File: config.mk
export PLATFORM = sky130hd
export DESIGN_NAME = axis_pkt_gen
export DESIGN_NICKNAME = d
export VERILOG_FILES = /design/src/rtl/axis_pkg.sv /design/src/rtl/axis_keep_gen.sv /design/src/rtl/axis_pkt_gen.sv
export SDC_FILE = /design/constraint.sdc
export NUM_CORES = 1
export LEC_CHECK = 0
export CAP_MARGIN = 20
export CORE_AREA = 3 3 238 240
export CTS_CLUSTER_SIZE = 20
export DETAILED_ROUTE_END_ITERATION = 12
export DIE_AREA = 0 0 241 243
export GPL_ROUTABILITY_DRIVEN = 0
export PLACE_DENSITY_LB_ADDON = 0.05
export REMOVE_ABC_BUFFERS = 1
export SYNTH_ARGS = -nofsm -noshare
export SYNTH_HDL_FRONTEND = slang
export SYNTH_SLANG_ARGS = --single-unit
File: constraint.sdc
create_clock -name ap_clk -period 6.65 [get_ports ap_clk]
set_input_delay 0.665 -clock ap_clk [delete_from_list [all_inputs] [get_ports ap_clk]]
set_output_delay 0.665 -clock ap_clk [all_outputs]
set_load 0.01 [all_outputs]
File: src/rtl/axis_pkg.sv
// Shared definitions for the AXI4-Stream packet generator: default widths,
// FSM state encoding and the registered output beat.
package axis_pkg;

  localparam int AXIS_DATA_W = 512;
  localparam int AXIS_KEEP_W = AXIS_DATA_W / 8;

  typedef enum logic [1:0] {
    ST_IDLE = 2'd0,
    ST_SEND = 2'd1,
    ST_GAP  = 2'd2
  } state_t;

  typedef struct packed {
    logic [AXIS_DATA_W-1:0] data;
    logic [AXIS_KEEP_W-1:0] keep;
    logic                   last;
  } beat_t;

endpackage

File: src/rtl/axis_keep_gen.sv
// Final-beat byte-enable mask: the low (len mod 64) bytes are enabled, or
// every byte when the packet ends exactly on a beat boundary.
module axis_keep_gen #(
  parameter int KEEP_W = 64
) (
  input  logic [5:0]        len_mod,
  output logic [KEEP_W-1:0] keep
);

  for (genvar gi = 0; gi < KEEP_W; gi++) begin : g_keep
    assign keep[gi] = (len_mod == 6'd0) || (6'(gi) < len_mod);
  end

endmodule

File: src/rtl/axis_pkt_gen.sv
// AXI4-Stream burst generator: emits pkt_count packets of pkt_len bytes with
// an indexed data pattern. Optional idle cycles between packets are compiled
// in with AXIS_PKT_GEN_GAP_EN.
module axis_pkt_gen
  import axis_pkg::*;
#(
  parameter int DATA_W     = AXIS_DATA_W,
  parameter int KEEP_W     = DATA_W / 8,
  parameter int GAP_CYCLES = 2
) (
  input  logic              ap_clk,
  input  logic              ap_rst_n,
  input  logic              start,
  input  logic [15:0]       pkt_len,
  input  logic [15:0]       pkt_count,
  output logic              busy,
  output logic              done,
  output logic              m_axis_tvalid,
  input  logic              m_axis_tready,
  output logic [DATA_W-1:0] m_axis_tdata,
  output logic [KEEP_W-1:0] m_axis_tkeep,
  output logic              m_axis_tlast
);

  state_t      state_reg;
  logic [15:0] len_reg;
  logic [15:0] count_reg;
  logic [15:0] pkt_idx_reg;
  logic [15:0] beat_idx_reg;
  logic        tvalid_reg;
  logic        busy_reg;
  logic        done_reg;
  beat_t       beat_reg;

`ifdef AXIS_PKT_GEN_GAP_EN
  logic [15:0] gap_cnt_reg;
`endif

  logic [15:0]       eff_len;
  logic [10:0]       beats;
  logic [15:0]       last_beat_idx;
  logic [KEEP_W-1:0] final_keep;
  logic              cur_final;
  logic              cur_last_pkt;
  logic              accept;
  logic [15:0]       pkt_idx_next;
  logic [15:0]       beat_idx_next;
  logic [DATA_W-1:0] data_next;
  beat_t             beat_next;

  // In IDLE the first beat is built straight from the ports so it can be
  // registered on the same edge that accepts start.
  assign eff_len       = (state_reg == ST_IDLE) ? pkt_len : len_reg;
  assign beats         = {1'b0, eff_len[15:6]} + {10'd0, |eff_len[5:0]};
  assign last_beat_idx = {5'd0, beats} - 16'd1;
  assign cur_final     = (beat_idx_reg == last_beat_idx);
  assign cur_last_pkt  = (pkt_idx_reg == count_reg - 16'd1);
  assign accept        = tvalid_reg && m_axis_tready;

  axis_keep_gen #(
    .KEEP_W (KEEP_W)
  ) u_keep_gen (
    .len_mod (eff_len[5:0]),
    .keep    (final_keep)
  );

  always_comb begin
    pkt_idx_next  = 16'd0;
    beat_idx_next = 16'd0;
    case (state_reg)
      ST_SEND: begin
        if (cur_final) begin
          pkt_idx_next  = pkt_idx_reg + 16'd1;
          beat_idx_next = 16'd0;
        end else begin
          pkt_idx_next  = pkt_idx_reg;
          beat_idx_next = beat_idx_reg + 16'd1;
        end
      end
      ST_GAP: begin
        pkt_idx_next  = pkt_idx_reg;
        beat_idx_next = 16'd0;
      end
      default: begin
        pkt_idx_next  = 16'd0;
        beat_idx_next = 16'd0;
      end
    endcase
  end

  for (genvar gi = 0; gi < DATA_W / 32; gi++) begin : g_word
    assign data_next[32*gi +: 32] = {pkt_idx_next, beat_idx_next[11:0], 4'(gi)};
  end

  always_comb begin
    beat_next      = '0;
    beat_next.data = data_next;
    beat_next.last = (beat_idx_next == last_beat_idx);
    beat_next.keep = beat_next.last ? final_keep : '1;
  end

  always_ff @(posedge ap_clk or negedge ap_rst_n) begin
    if (!ap_rst_n) begin
      state_reg    <= ST_IDLE;
      len_reg      <= 16'd0;
      count_reg    <= 16'd0;
      pkt_idx_reg  <= 16'd0;
      beat_idx_reg <= 16'd0;
      tvalid_reg   <= 1'b0;
      busy_reg     <= 1'b0;
      done_reg     <= 1'b0;
      beat_reg     <= '0;
`ifdef AXIS_PKT_GEN_GAP_EN
      gap_cnt_reg  <= 16'd0;
`endif
    end else begin
      done_reg <= 1'b0;
      case (state_reg)
        ST_IDLE: begin
          if (start) begin
            if (pkt_len == 16'd0 || pkt_count == 16'd0) begin
              done_reg <= 1'b1;
            end else begin
              state_reg    <= ST_SEND;
              busy_reg     <= 1'b1;
              len_reg      <= pkt_len;
              count_reg    <= pkt_count;
              pkt_idx_reg  <= 16'd0;
              beat_idx_reg <= 16'd0;
              tvalid_reg   <= 1'b1;
              beat_reg     <= beat_next;
            end
          end
        end
        ST_SEND: begin
          if (accept) begin
            if (cur_final && cur_last_pkt) begin
              state_reg  <= ST_IDLE;
              busy_reg   <= 1'b0;
              done_reg   <= 1'b1;
              tvalid_reg <= 1'b0;
              beat_reg   <= '0;
            end else if (cur_final) begin
              pkt_idx_reg  <= pkt_idx_next;
              beat_idx_reg <= 16'd0;
`ifdef AXIS_PKT_GEN_GAP_EN
              state_reg    <= ST_GAP;
              tvalid_reg   <= 1'b0;
              gap_cnt_reg  <= 16'd0;
`else
              beat_reg     <= beat_next;
`endif
            end else begin
              beat_idx_reg <= beat_idx_next;
              beat_reg     <= beat_next;
            end
          end
        end
`ifdef AXIS_PKT_GEN_GAP_EN
        ST_GAP: begin
          if (int'(gap_cnt_reg) + 1 >= GAP_CYCLES) begin
            state_reg  <= ST_SEND;
            tvalid_reg <= 1'b1;
            beat_reg   <= beat_next;
          end else begin
            gap_cnt_reg <= gap_cnt_reg + 16'd1;
          end
        end
`endif
        default: state_reg <= ST_IDLE;
      endcase
    end
  end

  assign busy          = busy_reg;
  assign done          = done_reg;
  assign m_axis_tvalid = tvalid_reg;
  assign m_axis_tdata  = beat_reg.data;
  assign m_axis_tkeep  = beat_reg.keep;
  assign m_axis_tlast  = beat_reg.last;

endmodule
==> flow_results.org, run 1 <==
** Status
- Status :: complete, no violations

** Critical path
- Worst Reg-to-Reg Cells :: 17
- Worst Path Max Fanout :: 16
- Crit Reg-Reg Startpoint :: busy$_DFFE_PN0P_
- Category of the worst setup path launch point :: primary input
- STA classifies the critical path endpoint as a flop.
- By startpoint and endpoint, the worst setup path is classified as primary input to flop.
- FF-to-FF setup slack :: ~860 ps
- Critical path required time :: approximately 7000 ps
- Arrival time of data at the critical path endpoint :: ~6200 ps
- In this run the critical register-to-register path is captured at m_axis_tkeep[52]$_DFFE_PN0P_.

** Logic synthesis
- Leading post-synthesis cells by cell area :: sky130_fd_sc_hd__dfrtp_1 (32%), sky130_fd_sc_hd__buf_4 (29%), sky130_fd_sc_hd__nand2_1 (5.2%)
- Post-Syn Area per Cell :: 8.680 µm²
- Summing the areas of all xor and xnor instances in the mapped netlist gives under 10% of the synthesized area.
- During synthesis, Yosys emitted a total of 0 warnings.
- Count of mapped cells out of synthesis :: around 1500
- Yosys mapped a number of flops with a built-in enable equal to 0.
- sky130_fd_sc_hd__dfrtp_1 takes more of the synthesized area than any other cell.
- Adder-cell share of the synthesized area :: 0.4933%
- Synthesis inferred 160 register bits.
- The cell area that synthesis handed to floorplanning was 12680 µm².
- By area, the combinational part of the netlist is dominated by buffers and inverters.
- By count the netlist is led by sky130_fd_sc_hd__buf_4 (485), sky130_fd_sc_hd__nand2_1 (177), sky130_fd_sc_hd__dfrtp_1 (160), sky130_fd_sc_hd__o21ai_0 (55), sky130_fd_sc_hd__nor2_1 (49).
- In the post-synthesis netlist, the cell with the most instances is sky130_fd_sc_hd__buf_4.
- The synthesized design devotes to its leading area cell type between 30% and 40% of total area.
- For this run, the leading register cell type out of synthesis is sky130_fd_sc_hd__dfrtp_1.
- After Yosys synthesis, and, or, nand and nor cells account for ~15% of the synthesized area.
- Register area share after synthesis :: a little under a third
- In the synthesized netlist the async set-or-reset flop fraction comes to between 90% and 100%.
- The portion of synthesized area spent on multiplexers is 2.733%.
- The number of different library cells used by synthesis comes to 75.
- Compound-cell area share of the yosys netlist :: between 10% and 20%

** Global route
- Wire length of the first global-routing pass :: roughly 64000 µm
- Initial antenna violation count :: 2
- Largest net degree at the start of global routing :: 85
- The via count of the first global-routing pass is 9690.
- GRT Total Usage :: approximately 14%
- Total congestion overflow :: 0

** Cells and area
- From synthesis to final layout, the design area changed by 29.47%.
- The register with the most flip-flops in the layout has 64 of them.
- Fraction of layout instances using a drive strength above 1 :: 6.005%
- Counting the fill cells in the layout gives roughly 5700.
- For this run, the share of the core covered by cells in the final layout is ~30%.
- At the end of the flow, the number of nets in the layout was 1610.
- Fin cells :: between 2000 and 2500

** Routing
- Remaining antenna violation count :: 0
- The routed layout has 10038 vias.
- Total DRC errors in the routed layout :: 0
- In the routed layout, each cell is associated on average with a via count of ~4.4.
- Top layer in use :: met4
- The first detailed-routing pass took 5 iterations.
- The routed design uses 2384 µm of met3 wire.
- Met2 routed wirelength :: between 20000 and 25000 µm
- Routed length per placed instance :: between 15 and 20 µm
- Routed Wire Length :: between 40000 and 50000 µm
- Wire length on met1 :: about 19000 µm
- After the first detailed-routing iteration, the DRC count stood at 487.

** Clock network
- Counting every sink on the clock net gives between 150 and 200.
- Once the clock tree was built, the resizer swapped 0 gates to a different size.
- Root buffer cell :: sky130_fd_sc_hd__clkbuf_16
- Clock insertion delay at the later pin of the skew report :: roughly 460 ps
- Buffers added to address setup during post-CTS repair amount to 0.
- Clock-pin slew was measured on the worst setup and hold paths at approximately 70 ps.
- Hold repair after CTS inserted 0 buffers.
- Number of buffers created by CTS :: 17
- In this run the deepest clock path goes through 2 buffers.
- Total number of H-tree levels :: 4
- TritonCTS built the clock tree.

** Place
- Port buffering added 583 buffers.
- The number of placed instances, taps included, is 2254.
- OpenSTA, run right after detailed placement, puts the worst setup slack at 268.0 ps.
- DP HPWL :: 33550 µm

** STA
- Headroom to the max-slew limit came out at about 29%.
- At the pin with the least slew margin, the transition time is around 1000 ps.
- Fraction of the cycle the final worst path needs :: between 80% and 90%
- Setup repair after global routing missed its margin :: no
- Final hold analysis gives a worst-case slack of 239.2 ps.
- Top achievable clock speed :: between 150 and 200 MHz
- The count of endpoints failing hold in the final timing report was 0.
- The clock arrives with approximately 19 ps of skew.
- The final number of max-transition violations is 0.
- Setup WS post-layout :: approximately 800 ps
- Final setup violating endpoints :: 0
- The clock period could shrink to just under 6000 ps.

** Floorplanning
- Number of cell rows :: 86
- Height of the die :: roughly 240 µm
- The floorplan step defined a die boundary enclosing around 59000 µm².
- Top Ports :: approximately 620
- Core box area :: 54880 µm²
- Once the floorplan was initialized, standard cells occupied between 20% and 30% of the core.
- The floorplan step set the die width to between 200 and 250 µm.

** Power and ir drop
- Static leakage :: about 0.0065 µW
- Summed over all nets, the switching power comes to about 1700 µW.
- The worst-case IR drop observed on VDD is between 0.15 and 0.2 mV.
- Power spread over the standard cell area amounts to 263.6 nW/µm².
- Cell-internal power :: roughly 2600 µW
- Registers are responsible for 32.2% of the overall power.
- The share of total power dissipated in combinational logic is between 40% and 50%.
- Clock power frac :: around a quarter
- Fraction of power spent switching nets :: 39.73%
- The design draws roughly 4300 µW.

** Run
- Max-cap violation count :: 0

** Worst hold path
- Type of the tightest min-delay check :: primary input to async pin
==> per-stage QoR <==
| step | setup TNS [ps] | area (µm²) |
|---|---|---|
| floorplan | -231420 | 8871 |
| global route | 0 | 16410 |
| global placement | 0 | 15830 |
| detailed placement | 0 | 15830 |
| CTS | 0 | 16410 |
| finish | 0 | 16420 |
==> cells in the final DEF, fill, tap and decap left out, types with 6 or more instances in the layout <==
master / count
sky130_fd_sc_hd__o211ai_1: 12
sky130_fd_sc_hd__inv_1: 13
sky130_fd_sc_hd__nor3_1: 24
sky130_fd_sc_hd__mux2i_1: 22
sky130_fd_sc_hd__xor2_1: 26
sky130_fd_sc_hd__nand3_1: 24
sky130_fd_sc_hd__a221o_1: 18
sky130_fd_sc_hd__nand2_1: 177
sky130_fd_sc_hd__nor3b_1: 7
sky130_fd_sc_hd__mux2_2: 8
sky130_fd_sc_hd__or3_1: 10
sky130_fd_sc_hd__xnor2_1: 37
sky130_fd_sc_hd__clkdlybuf4s50_1: 582
sky130_fd_sc_hd__a22o_1: 32
sky130_fd_sc_hd__nor2_1: 48
sky130_fd_sc_hd__a21o_1: 34
sky130_fd_sc_hd__nor4_1: 12
sky130_fd_sc_hd__buf_4: 27
sky130_fd_sc_hd__a31oi_1: 6
sky130_fd_sc_hd__dfrtp_1: 159
sky130_fd_sc_hd__nand4_1: 19
sky130_fd_sc_hd__o21ai_0: 55
sky130_fd_sc_hd__a21oi_1: 30
sky130_fd_sc_hd__nand3b_1: 8
sky130_fd_sc_hd__clkbuf_16: 17
sky130_fd_sc_hd__o31ai_1: 20
sky130_fd_sc_hd__nor2b_1: 8
sky130_fd_sc_hd__conb_1: 32
==> cell families after synthesis <==
family / after synthesis
multiplexers: 32
adder cells (fa/ha/maj): 5
flip-flops: 160
AO/OA/AOI/OAI: 249
other: 1
buffers and inverters: 566
XOR/XNOR: 66
AND/OR/NAND/NOR: 382
==> layout make-up <==
class	instances	area [µm²]	area share, %
Antenna cell	2	5.005	0.03048
Clock buffer	17	425.4	2.591
Clock inverter	15	161.4	0.9831
Inverter	13	48.80	0.2972
Multi-Input combinational cell	766	4832	29.43
Sequential cell	160	4005	24.39
Tap cell	704	880.8	5.365
Timing Repair Buffer	611	6060	36.91
==> routing by layer <==
layer	up-vias	global-route usage, %
met1	4914	17.52
met4	0	3.181
met5	-	0
li1	4697	-
met2	404	26.14
met3	23	2.909
==> power by group through the flow <==
stage	sequential [µW]	combinational (µW)	clock (µW)
after floorplan	1510	730	0
after global placement	1420	1950	0
after detailed placement	1420	1920	0
after CTS	1400	1930	1080
after global routing	1430	2060	1110
final	1390	1900	1030
==> how the worst max path moves through the flow <==
| stage | startpoint | cells after the start | endpoint | slack (ps) |
|---|---|---|---|---|
| 6_report | pkt_len[3] | 18 | m_axis_tkeep[52]$_DFFE_PN0P_ | 790 |
| 5_1_grt | pkt_len[3] | 18 | m_axis_tkeep[52]$_DFFE_PN0P_ | 290 |
| 4_1_cts | pkt_len[3] | 18 | m_axis_tkeep[52]$_DFFE_PN0P_ | 760 |
| 3_5_place_dp | pkt_len[3] | 18 | m_axis_tkeep[44]$_DFFE_PN0P_ | 270 |
| 3_3_place_gp | pkt_len[3] | 18 | m_axis_tkeep[44]$_DFFE_PN0P_ | 440 |
| 2_1_floorplan | busy$_DFFE_PN0P_ | 8 | m_axis_tkeep[44]$_DFFE_PN0P_ | -3320 |
==> worst max-delay path, cell delays in order <==
cell and delay [ps]:
sky130_fd_sc_hd__clkdlybuf4s50_1 460, sky130_fd_sc_hd__mux2_2 380, sky130_fd_sc_hd__nor2_1 350, sky130_fd_sc_hd__nand2_1 130, sky130_fd_sc_hd__nor2_1 250, sky130_fd_sc_hd__ha_1 240
sky130_fd_sc_hd__ha_1 200, sky130_fd_sc_hd__nor3b_1 350, sky130_fd_sc_hd__xor2_1 180, sky130_fd_sc_hd__mux2i_1 180, sky130_fd_sc_hd__o2111ai_1 180, sky130_fd_sc_hd__nor4_4 470
sky130_fd_sc_hd__nand2_1 310, sky130_fd_sc_hd__o211ai_1 550, sky130_fd_sc_hd__nor4_4 80, sky130_fd_sc_hd__buf_4 220, sky130_fd_sc_hd__nor2_1 810, sky130_fd_sc_hd__a221o_1 210
Note: power is estimated with default switching activity, not from simulation.
==> run 2: changes to the inputs <==
Settings changed: CAP_MARGIN 20 to unset, SKIP_LAST_GASP set to 1.
==> results of run 2 <==
Same layout as run 1: the final DEF is identical, and so are final timing and power.
==> run 3: changes to the inputs <==
--- a/config.mk
+++ b/config.mk
@@ -11,4 +11,5 @@
 export DIE_AREA = 0 0 241 243
 export GPL_ROUTABILITY_DRIVEN = 0
+export HOLD_SLACK_MARGIN = 0.05
 export PLACE_DENSITY_LB_ADDON = 0.05
 export REMOVE_ABC_BUFFERS = 1
==> constraint.sdc (replaced) <==
create_clock -name ap_clk -period 6.24 [get_ports ap_clk]
set_input_delay 0.624 -clock ap_clk [delete_from_list [all_inputs] [get_ports ap_clk]]
set_output_delay 0.624 -clock ap_clk [all_outputs]
set_load 0.1 [all_outputs]
==> run 3 against run 2 <==
  * Flip-flop and latch count is the same
  * Wire length is 0.14% lower
  * Final cell count is the same
  * Die area is the same
  * Combinational power rose by 140%
  * Highest routed layer unchanged
  * Sequential power is 7% higher
  * Via count decreased by 1.4%
  * Clock power grew 9.7%
  * Sequential share of layout area about the same
  * Core utilization hardly changed
  * Total power rose by 65%
  * Critical path type is now flop to flop
==> flow_results.org, run 3 (synthesized netlist as in run 1, its figures left out) <==
** Floorplanning
- The starting utilization of the core area is 23.11% (unchanged).
- The horizontal extent of the die was 241 µm (unchanged).
- Die area :: 58560 µm² (unchanged)
- Number of cell rows :: 86 (unchanged)
- Top Ports :: 616 (unchanged)
- Core box area :: 54880 µm² (unchanged)
- The die height is 243 µm (unchanged).

** STA
- Tightest Pin Transition :: 1175 ps (+136.0 ps)
- Worst Hold Slack :: 215.7 ps (-23.54 ps)
- Fraction of the cycle the final worst path needs :: roughly nine tenths
- The headroom to the max-slew limit is 21.35% (-7.4 points).
- The largest clock skew in the final design came to 12.30 ps (-6.410 ps).
- The count of endpoints failing hold in the final timing report came to 0 (unchanged).
- The final-report setup violation count was 0 (unchanged).
- Number of max-slew violations in the final report :: 0 (unchanged)
- Based on the critical path, the design can be clocked at up to about 180 MHz.
- Setup repair after global routing left no endpoint under its margin.
- Crit path time final :: between 5000 and 6000 ps

** Place
- DP HPWL :: 33590 µm (+0.12%)
- Post-placement cell area :: 15830 µm² (about the same)
- The number of I/O port buffers is 583 (unchanged).

** Run
- Max-cap violation count :: 0 (unchanged)

** Critical path
- Worst Reg-to-Reg Cells :: 16 (-1)
- Category of the worst setup path launch point :: flop
- Critical path required time :: 6610 ps (-420 ps)
- The worst setup path is of the flop to flop kind.
- The worst register-to-register path ends at m_axis_tkeep[50]$_DFFE_PN0P_.
- Crit Reg-Reg Startpoint :: busy$_DFFE_PN0P_
- The biggest cell delay along the critical path is 900 ps (+90 ps).
- STA classifies the critical path endpoint as a flop.
- Worst Path Max Fanout :: 14 (-2)
- Cell seen most often among critical-path stages :: sky130_fd_sc_hd__nor2_1
- For this design, the slowest cell found on the critical path is sky130_fd_sc_hd__nor2_1.
- The data arrival time of the critical path came to 5870 ps (-370 ps).
- FF-to-FF setup slack :: 750 ps (-110 ps)
- The signal on the critical path passes through mux2_2, nor2_1, nand2_1, nor2_1, ha_1, ha_1, xor2_1, o21ai_0, a311oi_1, o2111ai_1, nor4_4, nand2_1, o211ai_1, nor4_4, nor2_1, a221o_1.

** Cells and area
- Growth of design area from synthesis to finish :: 29.67%
- The share of layout cells above drive strength 1 came to 6.124% (+0.12 points).
- Post-route standard cell area excluding fillers :: 16440 µm² (+0.15%)
- The library cell used most frequently in the layout, excluding fill and tap cells, is sky130_fd_sc_hd__clkdlybuf4s50_1.
- The flip-flop count of the largest register, all copies and words added is 64 (unchanged).
- The number of diodes is 0 (-2).
- In the layout the commonest cells are sky130_fd_sc_hd__clkdlybuf4s50_1 (582), sky130_fd_sc_hd__nand2_1 (177), sky130_fd_sc_hd__dfrtp_1 (159), sky130_fd_sc_hd__o21ai_0 (55), sky130_fd_sc_hd__nor2_1 (48).
- NumNets Final :: 1612 (+0.12%)

** Power and ir drop
- Power per cell area :: 435.3 nW/µm² (+65%)
- The worst voltage drop across the vdd grid came to 0.6380 mV (+250%).
- The leakage power summed over all cells is 0.006491 µW (+0.36%).

** Worst hold path
- Type of the tightest min-delay check :: primary input to async pin

** Clock network
- The sink count of the clock tree was 160 (unchanged).
- The maximum clock path buffer count was 2 (unchanged).
- TritonCTS built the clock tree.
- The post-CTS setup repair buffer count came to 0 (unchanged).
- Clock slew at the register clock pins of the worst setup and hold paths :: 70 ps (about the same)
- The total of cells resized after clock tree synthesis came to 0 (unchanged).
- The hold-fix buffer count after cts is 0 (unchanged).
- Number of buffers created by CTS :: 17 (unchanged)
- Total number of H-tree levels :: 4 (unchanged)
- The clock latency on the worst-skew pair is 440 ps (-20 ps).
- Root buffer cell :: sky130_fd_sc_hd__clkbuf_16

** Global route
- The global-route congestion overflow total came to 0 (unchanged).
- The routing usage on met3 was 2.716% (-0.19 points).
- The via count of the first global-routing pass came to 9722 (+0.33%).
- The met1 track demand over resource came to 17.55% (+0.029 points).
- Initial antenna violation count :: 2 (unchanged)
- The met2 routing resource usage after global routing was 26.58% (+0.44 points).
- GRT Max-Usage Layer :: met2
- GRT Total Usage :: 14.47% (+0.022 points)
- The maximum number of pins on one net before global-route repair was 70 (-18%).
- The wire length of the first global-routing pass was 64510 µm (+0.28%).

** Status
- Status :: complete, no violations

** Routing
- Routed vias :: 9902 (-1.4%)
- The detail-routed via count per cell came to 4.328 (-1.4%).
- Total DRC errors in the routed layout :: 0 (unchanged)
- Remaining antenna violation count :: 0 (unchanged)
- Count of TritonRoute iterations in the first routing pass :: 4 (-1)
- Routed Wire Length :: 44090 µm (-0.14%)
- Routed length per placed instance :: 19.27 µm (-0.14%)
- Detailed router's first-iteration violation count :: 533 (+9.4%)
run 3: changes by cell type in the layout (fill, tap and decap cells not counted), moves of 2 or more:
cell,previous run,this run
sky130_fd_sc_hd__clkbuf_8,0,3
sky130_fd_sc_hd__diode_2,2,0
sky130_fd_sc_hd__buf_4,27,30
sky130_fd_sc_hd__clkinvlp_4,3,1
sky130_fd_sc_hd__inv_8,5,2
run 3: area by class of cell:
cell class                 instances  area (µm²)
tap                              704       880.8
multi-input combinational        766        4832
clock buffer                      20       466.7
clock inverter                    12       147.6
timing repair buffer             613        6062
sequential                       160        4005
inverter                          13       48.80
fill                            5731       38430
run 3: worst max path at each step:
stage | start | endpoint | cells past startpoint
finish | busy$_DFFE_PN0P_ | m_axis_tkeep[50]$_DFFE_PN0P_ | 16
CTS | busy$_DFFE_PN0P_ | m_axis_tkeep[50]$_DFFE_PN0P_ | 16
global route | busy$_DFFE_PN0P_ | m_axis_tkeep[50]$_DFFE_PN0P_ | 16
global placement | pkt_len[1] | m_axis_tkeep[44]$_DFFE_PN0P_ | 17
floorplan | m_axis_tdata[483]$_DFFE_PN0P_ | m_axis_tdata[130] | 0
detailed placement | pkt_len[1] | m_axis_tkeep[44]$_DFFE_PN0P_ | 17
run 3: per-layer routing:
metal  vias to the layer above  routed length (µm)
met3                        14                2379
met2                       408               22940
met5                         -                   0
met4                         0                 368
li1                       4703                   -
met1                      4777               18400
run 3: per-stage QoR:
stage / instances / utilization, % / setup slack (ps) / power (µW) / setup TNS, ps
5_1_grt: 2288 / 29.96 / 176.0 / 7461 / 0
4_1_cts: 2288 / 29.96 / 603.0 / 7242 / 0
2_1_floorplan: 939 / - / -13740 / 4445 / -2810230
3_5_place_dp: 2256 / 28.84 / 166.3 / 6067 / 0
6_report: 2288 / 29.96 / 748.1 / 7158 / 0
3_3_place_gp: 2256 / 28.84 / 251.0 / 6104 / 0
run 3: power breakdown:
part           total (µW)  switching, µW  leakage (µW)  internal [µW]
Combinational        4540           3540       0.00424            992
Clock                1130            501      0.000302            634
Sequential           1490            275       0.00195           1210
Total                7160           4320       0.00649           2840
run 3: critical path, delay by kind of cell (launching register included):
family | cells | cell delay [ps]
multiplexers | 1 | 480
flip-flops | 1 | 580
XOR/XNOR | 1 | 170
adder cells (fa/ha/maj) | 2 | 560
AND/OR/NAND/NOR | 7 | 2250
AO/OA/AOI/OAI | 5 | 1390
